--- src/rtl/pwm_sched_pkg.sv ---
// Shared types and defaults for the PWM duty scheduler.
// Latency: n/a (declarations only).
// Backpressure: n/a.
package pwm_sched_pkg;

    localparam int DEF_NREQ  = 4;
    localparam int DEF_WIDTH = 8;

    // IDLE: nothing staged. STAGED: one accepted duty value waits for the period wrap.
    typedef enum logic {
        IDLE   = 1'b0,
        STAGED = 1'b1
    } sched_state_t;

endpackage

--- src/rtl/rr_arbiter.sv ---
// Round-robin one-hot grant: first set request at or after ptr, wrapping modulo NREQ.
// Latency: purely combinational, zero cycles.
// Backpressure: none; the caller masks req when it cannot accept.
//
// Ports:
//   req   - request vector, bit i = requester i wants service
//   ptr   - highest-priority index for this search
//   grant - one-hot grant, all zeros when req is empty
module rr_arbiter
    import pwm_sched_pkg::*;
#(
    parameter int NREQ = DEF_NREQ
) (
    input  logic [NREQ-1:0]         req,
    input  logic [$clog2(NREQ)-1:0] ptr,
    output logic [NREQ-1:0]         grant
);

    logic found;

    // Walk distances k = 0..NREQ-1 away from ptr; the requester at distance k
    // is index j where ptr + k == j or ptr + k == j + NREQ (the wrapped case).
    always_comb begin
        grant = '0;
        found = 1'b0;
        for (int k = 0; k < NREQ; k++) begin
            for (int j = 0; j < NREQ; j++) begin
                if (!found && req[j] &&
                    ((int'(ptr) + k == j) || (int'(ptr) + k == j + NREQ))) begin
                    grant[j] = 1'b1;
                    found    = 1'b1;
                end
            end
        end
    end

endmodule

--- src/rtl/pwm_duty_scheduler.sv ---
// PWM generator whose duty is supplied by NREQ round-robin requesters and committed only at period wrap.
// Latency: an accepted duty reaches duty_out at the next counter wrap (2^WIDTH cycles if accepted at the wrap itself).
// Backpressure: req_ready is held low while a value is staged; one transfer per period at most.
//
// Ports:
//   clk, rst          - clock; asynchronous active-low reset
//   req_valid/_ready  - per-requester handshake, req_ready is one-hot
//   req_duty          - packed duties, requester i at [i*WIDTH +: WIDTH]
//   duty_out, owner   - committed duty and the requester that supplied it
//   pwm_out           - high while counter < duty_out
//   period_start      - high while counter == 0
//   busy              - a value is staged but not yet committed
module pwm_duty_scheduler
    import pwm_sched_pkg::*;
#(
    parameter int NREQ  = DEF_NREQ,
    parameter int WIDTH = DEF_WIDTH
) (
    input  logic                    clk,
    input  logic                    rst,
    input  logic [NREQ-1:0]         req_valid,
    input  logic [NREQ*WIDTH-1:0]   req_duty,
    output logic [NREQ-1:0]         req_ready,
    output logic [WIDTH-1:0]        duty_out,
    output logic                    pwm_out,
    output logic                    period_start,
    output logic [$clog2(NREQ)-1:0] owner,
    output logic                    busy
);

    localparam int               IDW     = $clog2(NREQ);
    localparam logic [WIDTH-1:0] CNT_MAX = '1;
    localparam logic [IDW-1:0]   ID_LAST = IDW'(NREQ - 1);

    sched_state_t     state;
    sched_state_t     state_nxt;
    logic [WIDTH-1:0] counter;
    logic [WIDTH-1:0] staged;
    logic [IDW-1:0]   staged_id;
    logic [IDW-1:0]   ptr;
    logic [NREQ-1:0]  arb_req;
    logic [NREQ-1:0]  grant;
    logic [IDW-1:0]   grant_id;
    logic [WIDTH-1:0] grant_duty;
    logic             xfer;
    logic             wrap;

    assign wrap    = (counter == CNT_MAX);
    assign arb_req = (state == IDLE) ? req_valid : '0;

    rr_arbiter #(
        .NREQ (NREQ)
    ) u_arb (
        .req   (arb_req),
        .ptr   (ptr),
        .grant (grant)
    );

    // Outputs that would otherwise follow counter==0 during reset are gated by rst.
    assign req_ready    = rst ? grant : '0;
    assign xfer         = |(req_valid & req_ready);
    assign pwm_out      = rst & (counter < duty_out);
    assign period_start = rst & (counter == '0);
    assign busy         = (state == STAGED);

    // Encode the one-hot grant and pick the matching duty slice.
    always_comb begin
        grant_id   = '0;
        grant_duty = '0;
        for (int j = 0; j < NREQ; j++) begin
            if (grant[j]) begin
                grant_id   = IDW'(j);
                grant_duty = req_duty[j*WIDTH +: WIDTH];
            end
        end
    end

    always_ff @(posedge clk or negedge rst) begin
        if (!rst) begin
            state <= IDLE;
        end else begin
            state <= state_nxt;
        end
    end

    // An accept on the wrap cycle lands in STAGED and therefore waits a full
    // period, since the commit test only happens while already STAGED.
    always_comb begin
        state_nxt = state;
        case (state)
            IDLE:   if (xfer) state_nxt = STAGED;
            STAGED: if (wrap) state_nxt = IDLE;
        endcase
    end

    always_ff @(posedge clk or negedge rst) begin
        if (!rst) begin
            counter   <= '0;
            staged    <= '0;
            staged_id <= '0;
            ptr       <= '0;
            duty_out  <= '0;
            owner     <= '0;
        end else begin
            counter <= counter + WIDTH'(1);
            if (state == IDLE && xfer) begin
                staged    <= grant_duty;
                staged_id <= grant_id;
                ptr       <= (grant_id == ID_LAST) ? '0 : grant_id + IDW'(1);
            end
            if (state == STAGED && wrap) begin
                duty_out <= staged;
                owner    <= staged_id;
            end
        end
    end

endmodule
--- config.mk ---
export PLATFORM = sky130hd
export DESIGN_NAME = pwm_duty_scheduler
export DESIGN_NICKNAME = d
export VERILOG_FILES = /design/src/rtl/pwm_sched_pkg.sv /design/src/rtl/rr_arbiter.sv /design/src/rtl/pwm_duty_scheduler.sv
export SDC_FILE = /design/constraint.sdc
export NUM_CORES = 1
export LEC_CHECK = 0
export CELL_PAD_IN_SITES_DETAIL_PLACEMENT = 2
export CELL_PAD_IN_SITES_GLOBAL_PLACEMENT = 2
export CORE_UTILIZATION = 37
export CTS_BUF_LIST = sky130_fd_sc_hd__clkbuf_8
export DETAILED_ROUTE_END_ITERATION = 8
export DONT_BUFFER_PORTS = 1
export GPL_ROUTABILITY_DRIVEN = 0
export PLACE_DENSITY_LB_ADDON = 0.15
export SLEW_MARGIN = 20
export SYNTH_ARGS = -nofsm -noshare
export SYNTH_HDL_FRONTEND = slang
export SYNTH_SLANG_ARGS = --single-unit
export TNS_END_PERCENT = 5
--- constraint.sdc ---
create_clock -name clk -period 1.97 [get_ports clk]
set_input_delay 0.197 -clock clk [delete_from_list [all_inputs] [get_ports clk]]
set_output_delay 0.197 -clock clk [all_outputs]
set_load 0.05 [all_outputs]
==> results.txt, run 1 <==
* Clock root buffer: clkbuf_8
- Count of antenna-violating nets left after detailed routing: 0
* Worst ir drop on vdd: ~470 uV
* Initial core utilization: roughly 39%
- When the netlist entered floorplanning its net count stood at 219.
* Peak Freq: 496 MHz
- In this run the mean area of a mapped cell was between 10 and 15 um2.
- Vias: roughly 1500
* Layout area overhead: 27.1%
- The smallest clock period supported by the final layout is computed as 2.02 ns.
* Clock power frac: approximately a third
- Fraction of registers with async set or reset after synthesis: between 90% and 100%
* Share of the synthesized area in the top cell type: roughly two fifths
- Synth cell types: 41
* Final Slew Violations: 0
* Switching share of power: 30.9%
- Leakage power figure: 1.08 nW
- The floorplan step defined a die boundary enclosing roughly 5300 um2.
- HP Class: input port to flop
- Cell Area, Synth: 1850 um2
- For the worst setup path, the data required time is between 1.5 and 2 ns.
- Biggest area consumer among synthesized cells: dfrtp_1
- During I/O placement, the number of pins put on the boundary was 55.
- Unrepaired setup endpoints after global routing: yes
- Counting instances in the post-synthesis netlist gives the leading cell types as dfrtp_1, inv_1, mux2_2.
- At the end of the flow the core is filled with cells to 49.3%.
- Rel. slew slack: between 60% and 70%
- Number of antenna violations at the first check in global routing: 0
- Sequential cells burn 38.2% of the power.
- DR vias/cell: between 5 and 6
- Length of the first detailed-routing pass in iterations: 3
- Summing internal, switching and leakage power gives between 2 and 2.5 mW.
- STA classifies the critical path startpoint as a flop.
- Worst setup path startpoint: duty_out[5]
- Worst setup EP type: primary output
- The run finished, with violations left.
- Most repeated cell in the gate-level netlist after synthesis: dfrtp_1
- Total grt overflow: 0
- In this run the worst path has a maximum fanout of 2.
* Minimum setup slack in the final design: -0.0453 ns
- The H-tree generated during clock tree synthesis spans 2 levels.
* Type of the worst setup path: flop to primary output
* Count of warnings emitted by yosys: 0
- Across the run, the number of max-cap violations was 0.
- Global routing used 21.8% of the available tracks across all layers.
- Inserted Clock Buffers: 5
- Width of the chip: 72.8 um
- Slew at the pin closest to its max-slew limit: between 0.4 and 0.5 ns
* Final setup skew: ~0.0074 ns
* Antenna diode count: 0
- Number of endpoints with negative hold slack in the final report: 0
- Clock transition at the register clock pins on the worst setup and hold paths after CTS: ~0.07 ns
- For this run, the register share of the synthesized area comes to 41.8%.
* Buffers on Ports: 0
- In the final routed layout, each cell accounts on average for about 19 um.
* Post-Route WL: around 5200 um
- The floorplan step defined a core boundary enclosing 4790 um2.
- Clock insertion delay at the later pin of the skew report: 0.29 ns
- Count of endpoints failing setup in the final report: 2
- Number of global-route vias before repair: 1661
- Number of standard cells after synthesis: about 170
- The synthesized design contains 31 register bits.
- Wire length of the first global-routing pass: 8540 um
- Internal power comes to roughly 1.4 mW.
- The worst register-to-register path begins at ptr[0].
* Number of DRC violations after detailed routing: 0
- Ratio of final minimum period to clock period: 102%
* Data arrival time of the critical path: approximately 1.8 ns
- Number of buffers on the longest clock path: 2
- Cell types occupying the most area after synthesis: dfrtp_1, mux2_2, ha_1
- Cells with a size suffix above 1 make up between 30% and 40% of the layout.
- Reported net switching power: between 0.6 and 0.7 mW
* Gate power share: a little under a third
- CTS sink count: 31
- For this run, the post-layout net count is 252.
- TritonCTS clock tree: done
- For this run, the leading register cell type out of synthesis is dfrtp_1.
- Number of placement rows: 25
- Detailed placement ended at an HPWL of between 3000 and 4000 um.
- Chip height: between 70 and 80 um
- Number of design-rule violations left by the first detailed-router iteration: 53
* Number of enable-type register cells in the synthesized netlist: 0
- After routing the design area is 2360 um2.
- Worst Min Path Start: rst
- The checks that failed: negative setup slack.
- Pwr/cell area: about 900 nW/um2
- Entering global routing, the biggest net connects 32 pins.
- The placed instances occupy a cell area of 2150 um2.
-- kinds of logic after synthesis --
| logic type | count (synthesis) | synth area share [%] |
|---|---|---|
| multiplexers | 19 | 11.5 |
| AO/OA/AOI/OAI | 43 | 19.9 |
| buffers and inverters | 31 | 8.16 |
| AND/OR/NAND/NOR | 31 | 8.97 |
| XOR/XNOR | 6 | 2.83 |
| adder cells (fa/ha/maj) | 10 | 6.75 |
| flip-flops | 31 | 41.8 |
-- placed cells by master (no fill, tap or decap), drive strengths merged, types with 4 or more instances in the layout --
master and count:
buf 33, dfrtp 31, inv 23, mux2 19, nand3 14, o22ai 10, ha 10, a221o 8
clkbuf 6, xnor2 5, o21ai 4
-- flip-flops by register name (all words and copies together), names as in the netlist --
register   count
busy           1
staged_id      2
owner          2
duty_out       8
staged         8
ptr            2
counter        8
-- power by group through the flow --
stage                     Clock [mW]  Sequential, mW  Combinational [mW]
after floorplan                    0           0.809               0.387
after global placement             0           0.786               0.569
after detailed placement           0           0.799               0.604
after CTS                      0.669           0.787               0.633
after global routing           0.687           0.798               0.671
final                          0.652           0.789               0.627
-- worst max-delay path: stages (launching register included) --
cell and delay (ns):
dfrtp_1 0.39, inv_2 0.09, ha_4 0.21, a211oi_2 0.22, nand3_2 0.14, a21oi_2 0.12, a31oi_1 0.08, o31ai_4 0.10
buf_12 0.17
-- worst paths after layout --
kind                                 to  slack [ns]  depth (start not counted)
max                             pwm_out       -0.05                          8
min                        staged_id[1]        0.06                          1
min reg2reg                staged_id[1]        0.51                          1
max in group asynchronous        ptr[1]        1.42                          2
max reg2reg                   staged[1]           0                          6
min in group asynchronous     staged[6]        0.37                          2
-- layout make-up --
class | instances | area, um2
Tap cell | 67 | 83.8
Timing Repair Buffer | 34 | 308
Sequential cell | 31 | 777
Multi-Input combinational cell | 109 | 985
Inverter | 23 | 86.3
Clock inverter | 2 | 35.0
Fill cell | 505 | 2430
Clock buffer | 6 | 82.6
-- stage by stage --
step / cells / hold WS [ns] / worst slack [ns] / TNS [ns]
CTS: 272 / 0.0438 / -0.0662 / -0.0730
global route: 272 / 0.0469 / -0.126 / -0.578
global placement: 259 / -0.0970 / 0.0993 / 0
detailed placement: 259 / -0.0976 / -0.0103 / -0.0103
finish: 272 / 0.0580 / -0.0453 / -0.0495
floorplan: 171 / -0.0986 / -0.277 / -2.41
-- layer usage --
metal / vias up / wire length, um / global-route usage, %
met1: 721 / 2120 / 25.0
met5: - / 0 / 0
met2: 46 / 2760 / 39.3
li1: 690 / - / -
met3: 5 / 273 / 5.94
met4: 0 / 70 / 7.19
-- repair_timing --
action | CTS | global route
setup endpoints to repair | 4 | 13
setup buffers | 3 | 0
pin swaps | 5 | 1
resized for setup | 9 | 3
hold buffers | 2 | 0
endpoints found under the hold margin | 31 | 0
Note: power is estimated with default switching activity, not from simulation.
==> inputs of run 2 (changes only) <==
--- a/config.mk
+++ b/config.mk
@@ -5,9 +5,10 @@
 export SDC_FILE = /design/constraint.sdc
 export NUM_CORES = 1
 export LEC_CHECK = 0
+export ABC_AREA = 1
 export CELL_PAD_IN_SITES_DETAIL_PLACEMENT = 2
 export CELL_PAD_IN_SITES_GLOBAL_PLACEMENT = 2
-export CORE_UTILIZATION = 37
+export CORE_UTILIZATION = 33
 export CTS_BUF_LIST = sky130_fd_sc_hd__clkbuf_8
 export DETAILED_ROUTE_END_ITERATION = 8
 export DONT_BUFFER_PORTS = 1
==> run 2 against run 1 <==
Against the previous run:
- the flow still finishes with violations (negative setup slack)
- via count rose by 69%
- core utilization rose by 1.6 points
- total power fell by 38%
- die area rose by 31%
- sequential share of layout area fell by 9.0 points
- synthesized cell count rose by 71%
- fmax fell by 27%
- global-route usage rose by 4.1 points
- combinational power fell by 79%
- register-to-register slack got worse by 0.78 ns
- cell count rose by 68%
- routed wire length rose by 110%
- highest routed layer unchanged
==> results.txt, run 2 <==
- Wire length of the first global-routing pass: 14000 um (+64%)
- The remaining design rule violation count is 0 (unchanged).
* TritonCTS clock tree: done
* Number of nets in the layout: 429 (+70%)
- The Yosys warning count is 0 (unchanged).
* Final Slew Violations: 0 (unchanged)
- Leaving out fill and tap cells, the most frequent cells in the layout are buf_4, nand2_1, inv_1.
* Number of buffers on the longest clock path: 2 (unchanged)
* Post-Route WL: 10800 um (+110%)
* Highest cell delay on the worst timing path: 0.46 ns (+0.07 ns)
- Die area: 6950 um2 (+31%)
* Pwr/cell area: 393 nW/um2 (-55%)
- Minimum setup slack in the final design: -0.789 ns (-0.743 ns)
- Number of design-rule violations left by the first detailed-router iteration: 109 (+110%)
- Max-capacitance violation count: 0 (unchanged)
- Type of the worst setup path: flop to primary output
- The vertical die dimension came to 83.4 um (+15%).
- The boundary pin count came to 55 (unchanged).
- Fraction of registers with async set or reset after synthesis: 100% (unchanged)
- The number of clock sinks seen by CTS was 31 (unchanged).
* Buffers on Ports: 0 (unchanged)
- Share of the synthesized area in the top cell type: 35.5% (-6.3 points)
- Final setup skew: 0.0147 ns (+0.00724 ns)
- The remaining global-route overflow was 0 (unchanged).
- The checks that failed: negative setup slack.
* Leakage power figure: 1.74 nW (+61%)
- Count of endpoints failing setup in the final report: 19 (+17)
* Maximum fanout along the worst path: 5 (+3)
- The most common cell in the synthesized netlist is nand2_1.
* Cell Area, Synth: 2180 um2 (+18%)
- Unrepaired setup endpoints after global routing: yes
- The worst relative slew slack came to 65.8% (-2.3 points).
* Worst setup path startpoint: ptr[1]
* Setup TNS Final: -11.75 ns (-11.71 ns)
- STA classifies the critical path endpoint as a primary output.
- After synthesis, the most frequently instantiated cells are nand2_1, inv_1, dfrtp_1.
- The peak ir drop on the vdd network was 329 uV (-30%).
- Core area: 6390 um2 (+33%)
- Leaving out fill and tap cells, the most frequent cell in the layout is buf_4.
* Count of antenna-violating nets left after detailed routing: 0 (unchanged)
* Synth cell types: 33 (-20%)
- Post-layout minimum cycle time: 2.76 ns (+0.743 ns)
* Share of final-layout standard cells stronger than drive strength 1: 41.6% (+2.1 points)
- The min-delay analysis places its worst path in the category input port to flop.
- Peak Freq: 363 MHz (-27%)
- CTS H-tree depth: 2 (unchanged)
* Number of endpoints with negative hold slack in the final report: 0 (unchanged)
- Clock root buffer: clkbuf_8
- Worst Min Path Start: req_duty[24]
- Number of nets in the synthesized netlist: 341 (+56%)
- Worst slack, placed: -0.439 ns (-0.428 ns)
* Number of enable-type register cells in the synthesized netlist: 0 (unchanged)
- Clock transition at the register clock pins on the worst setup and hold paths after CTS: 0.08 ns (about the same)
- Antenna diode count: 0 (unchanged)
- The flow ran to the end, but the final reports show violations.
* Largest net degree at the start of global routing: 36 (+13%)
- Width of the chip: 83.4 um (+15%)
* Share of the yosys chip area belonging to registers: 35.5% (-6.3 points)
* R2R Path Start: ptr[1]
- Register bit total from synthesis: 31 (unchanged)
- The number of buffers inserted during clock tree synthesis came to 5 (unchanged).
* Worst path required time: 1.77 ns (about the same)
- Number of global-route vias before repair: 2730 (+64%)
* Vias: 2473 (+69%)
- Clock insertion delay at the later pin of the skew report: 0.29 ns (about the same)
* Cell types occupying the most area after synthesis: dfrtp_1, nand2_1, inv_1
* Ys flop type: dfrtp_1
* Number of placement rows: 29 (+16%)
* Placed wire-length estimate after detailed placement: 5730 um (+44%)
* Registers with the most flip-flops: counter (8), duty_out (8), staged (8)
* Per-cell routed wire length: 23.6 um (+23%)
- Slew at the pin closest to its max-slew limit: 0.512 ns (+0.0340 ns)
* Initial core utilization: 34.2% (-4.5 points)
- The number of instances in the synthesized netlist came to 293 (+71%).
* CP bufs+invs: 5 (+3)
- Biggest area consumer among synthesized cells: dfrtp_1
- Length of the first detailed-routing pass in iterations: 4 (+1)
- Family with the most delay on the worst path: simple AND/OR/NAND/NOR gates
* GR Util All Layers: 26.0% (+4.1 points)
* Cell repeated most along the worst path: nand2_2
- The worst endpoint data arrival time is 2.56 ns (+0.74 ns).
- Number of antenna violations at the first check in global routing: 0 (unchanged)
* DR vias/cell: 5.41 (+0.68%)
- Element type at the critical path start: flop
- Crit-path cells: nand2_2 > inv_2 > nand2_2 > nand2_2 > nor2_4 > buf_6 > nand4_1 > nor3_4 > nand2_1 > nand3_2 > inv_2 > nand2_4 > nand2_4 > clkinvlp_4 > buf_8
- Ratio of final minimum period to clock period: 140% (+38 points)
- The slowest stage of the critical path is the dfrtp_2 cell.
- The area growth from synthesis to layout is 48.7%.
- The average size of a mapped cell came to 7.46 um2 (-31%).
[run 2: cell count changes in the layout (fill, tap and decap cells not counted), moves of 9 or more]
cell,delta
buf_6,+9
nand2_1,+61
nand3_1,+9
nand4_1,+18
o22ai_1,-10
inv_1,+18
nand2_2,+17
buf_4,+41
mux2_2,-17
nor2_1,+14
[run 2: logic make-up after synthesis]
| family | synth area share (%) |
|---|---|
| AND/OR/NAND/NOR | 40.1 |
| buffers and inverters | 9.56 |
| flip-flops | 35.5 |
| AO/OA/AOI/OAI | 5.61 |
| adder cells (fa/ha/maj) | 5.73 |
| XOR/XNOR | 2.41 |
| multiplexers | 1.03 |
[run 2: through the flow]
step | power (mW) | cell area [um2] | util [%] | std cells | hold WS [ns]
after floorplan | 0.706 | 2210 | - | 293 | -0.0986
after global placement | 0.730 | 2750 | 43.0 | 419 | -0.0974
after detailed placement | 0.736 | 2750 | 43.0 | 419 | -0.0977
after CTS | 1.23 | 3010 | 47.1 | 438 | -0.409
after global routing | 1.31 | 3250 | 50.9 | 457 | 0.183
final | 1.28 | 3250 | 50.9 | 457 | 0.156
[run 2: per-layer routing]
layer | wire, um | vias up | global-route usage (%) | part of all wire [%]
li1 | - | 1116 | - | -
met1 | 4490 | 1278 | 31.4 | 42
met2 | 5820 | 67 | 47.4 | 54
met3 | 370 | 12 | 4.27 | 3.4
met4 | 104 | 0 | 6.74 | 0.96
met5 | 0 | - | 0 | 0
[run 2: area by class of cell]
cell class	count	area (um2)
fill	692	3140
clock buffer	5	68.8
clock inverter	1	3.75
sequential	31	779
inverter	46	181
multi-input combinational	210	1350
timing repair buffer	87	772
tap	77	96.3
[run 2: final timing paths]
path / end / slack [ns] / cells past startpoint
worst max-delay path: req_ready[3] / -0.79 / 15
worst min-delay path: staged[0] / 0.16 / 4
worst max register to register: ptr[1] / -0.78 / 18
worst min register to register: counter[0] / 0.49 / 1
max in group asynchronous: staged[0] / 1.42 / 2
min in group asynchronous: staged_id[1] / 0.35 / 2
[run 2: what timing repair did]
action,in CTS,in global routing
hold endpoints to repair,31,31
resized for setup,25,21
pin swaps,13,17
setup buffers,13,17
setup endpoints to repair,27,22
[run 2: power breakdown]
group	total, mW	switching (mW)	internal [mW]
Combinational	0.133	0.0730	0.0604
Sequential	0.667	0.0152	0.652
Clock	0.476	0.245	0.230
Total	1.28	0.333	0.943
[run 2: worst register-to-register path: stages, from the launching register on]
cell and delay [ns]:
dfrtp_2 0.46, nand2_2 0.12, inv_2 0.04, nand2_2 0.07
nand2_2 0.07, nor2_4 0.19, buf_6 0.12, nand4_1 0.16
nor3_4 0.33, nand2_1 0.15, nand3_2 0.11, inv_2 0.05
nand2_4 0.07, buf_4 0.13, inv_1 0.07, nand2_1 0.11
ha_1 0.24, nand2_1 0.08, nand2_1 0.06
==> inputs of run 3 (changes only) <==
--- a/config.mk
+++ b/config.mk
@@ -6,6 +6,7 @@
 export NUM_CORES = 1
 export LEC_CHECK = 0
 export ABC_AREA = 1
+export ABC_CLOCK_PERIOD_IN_PS = 1970
 export CELL_PAD_IN_SITES_DETAIL_PLACEMENT = 2
 export CELL_PAD_IN_SITES_GLOBAL_PLACEMENT = 2
 export CORE_UTILIZATION = 33
==> results of run 3 <==
The final DEF is identical to that of run 2; final timing and power are the same.
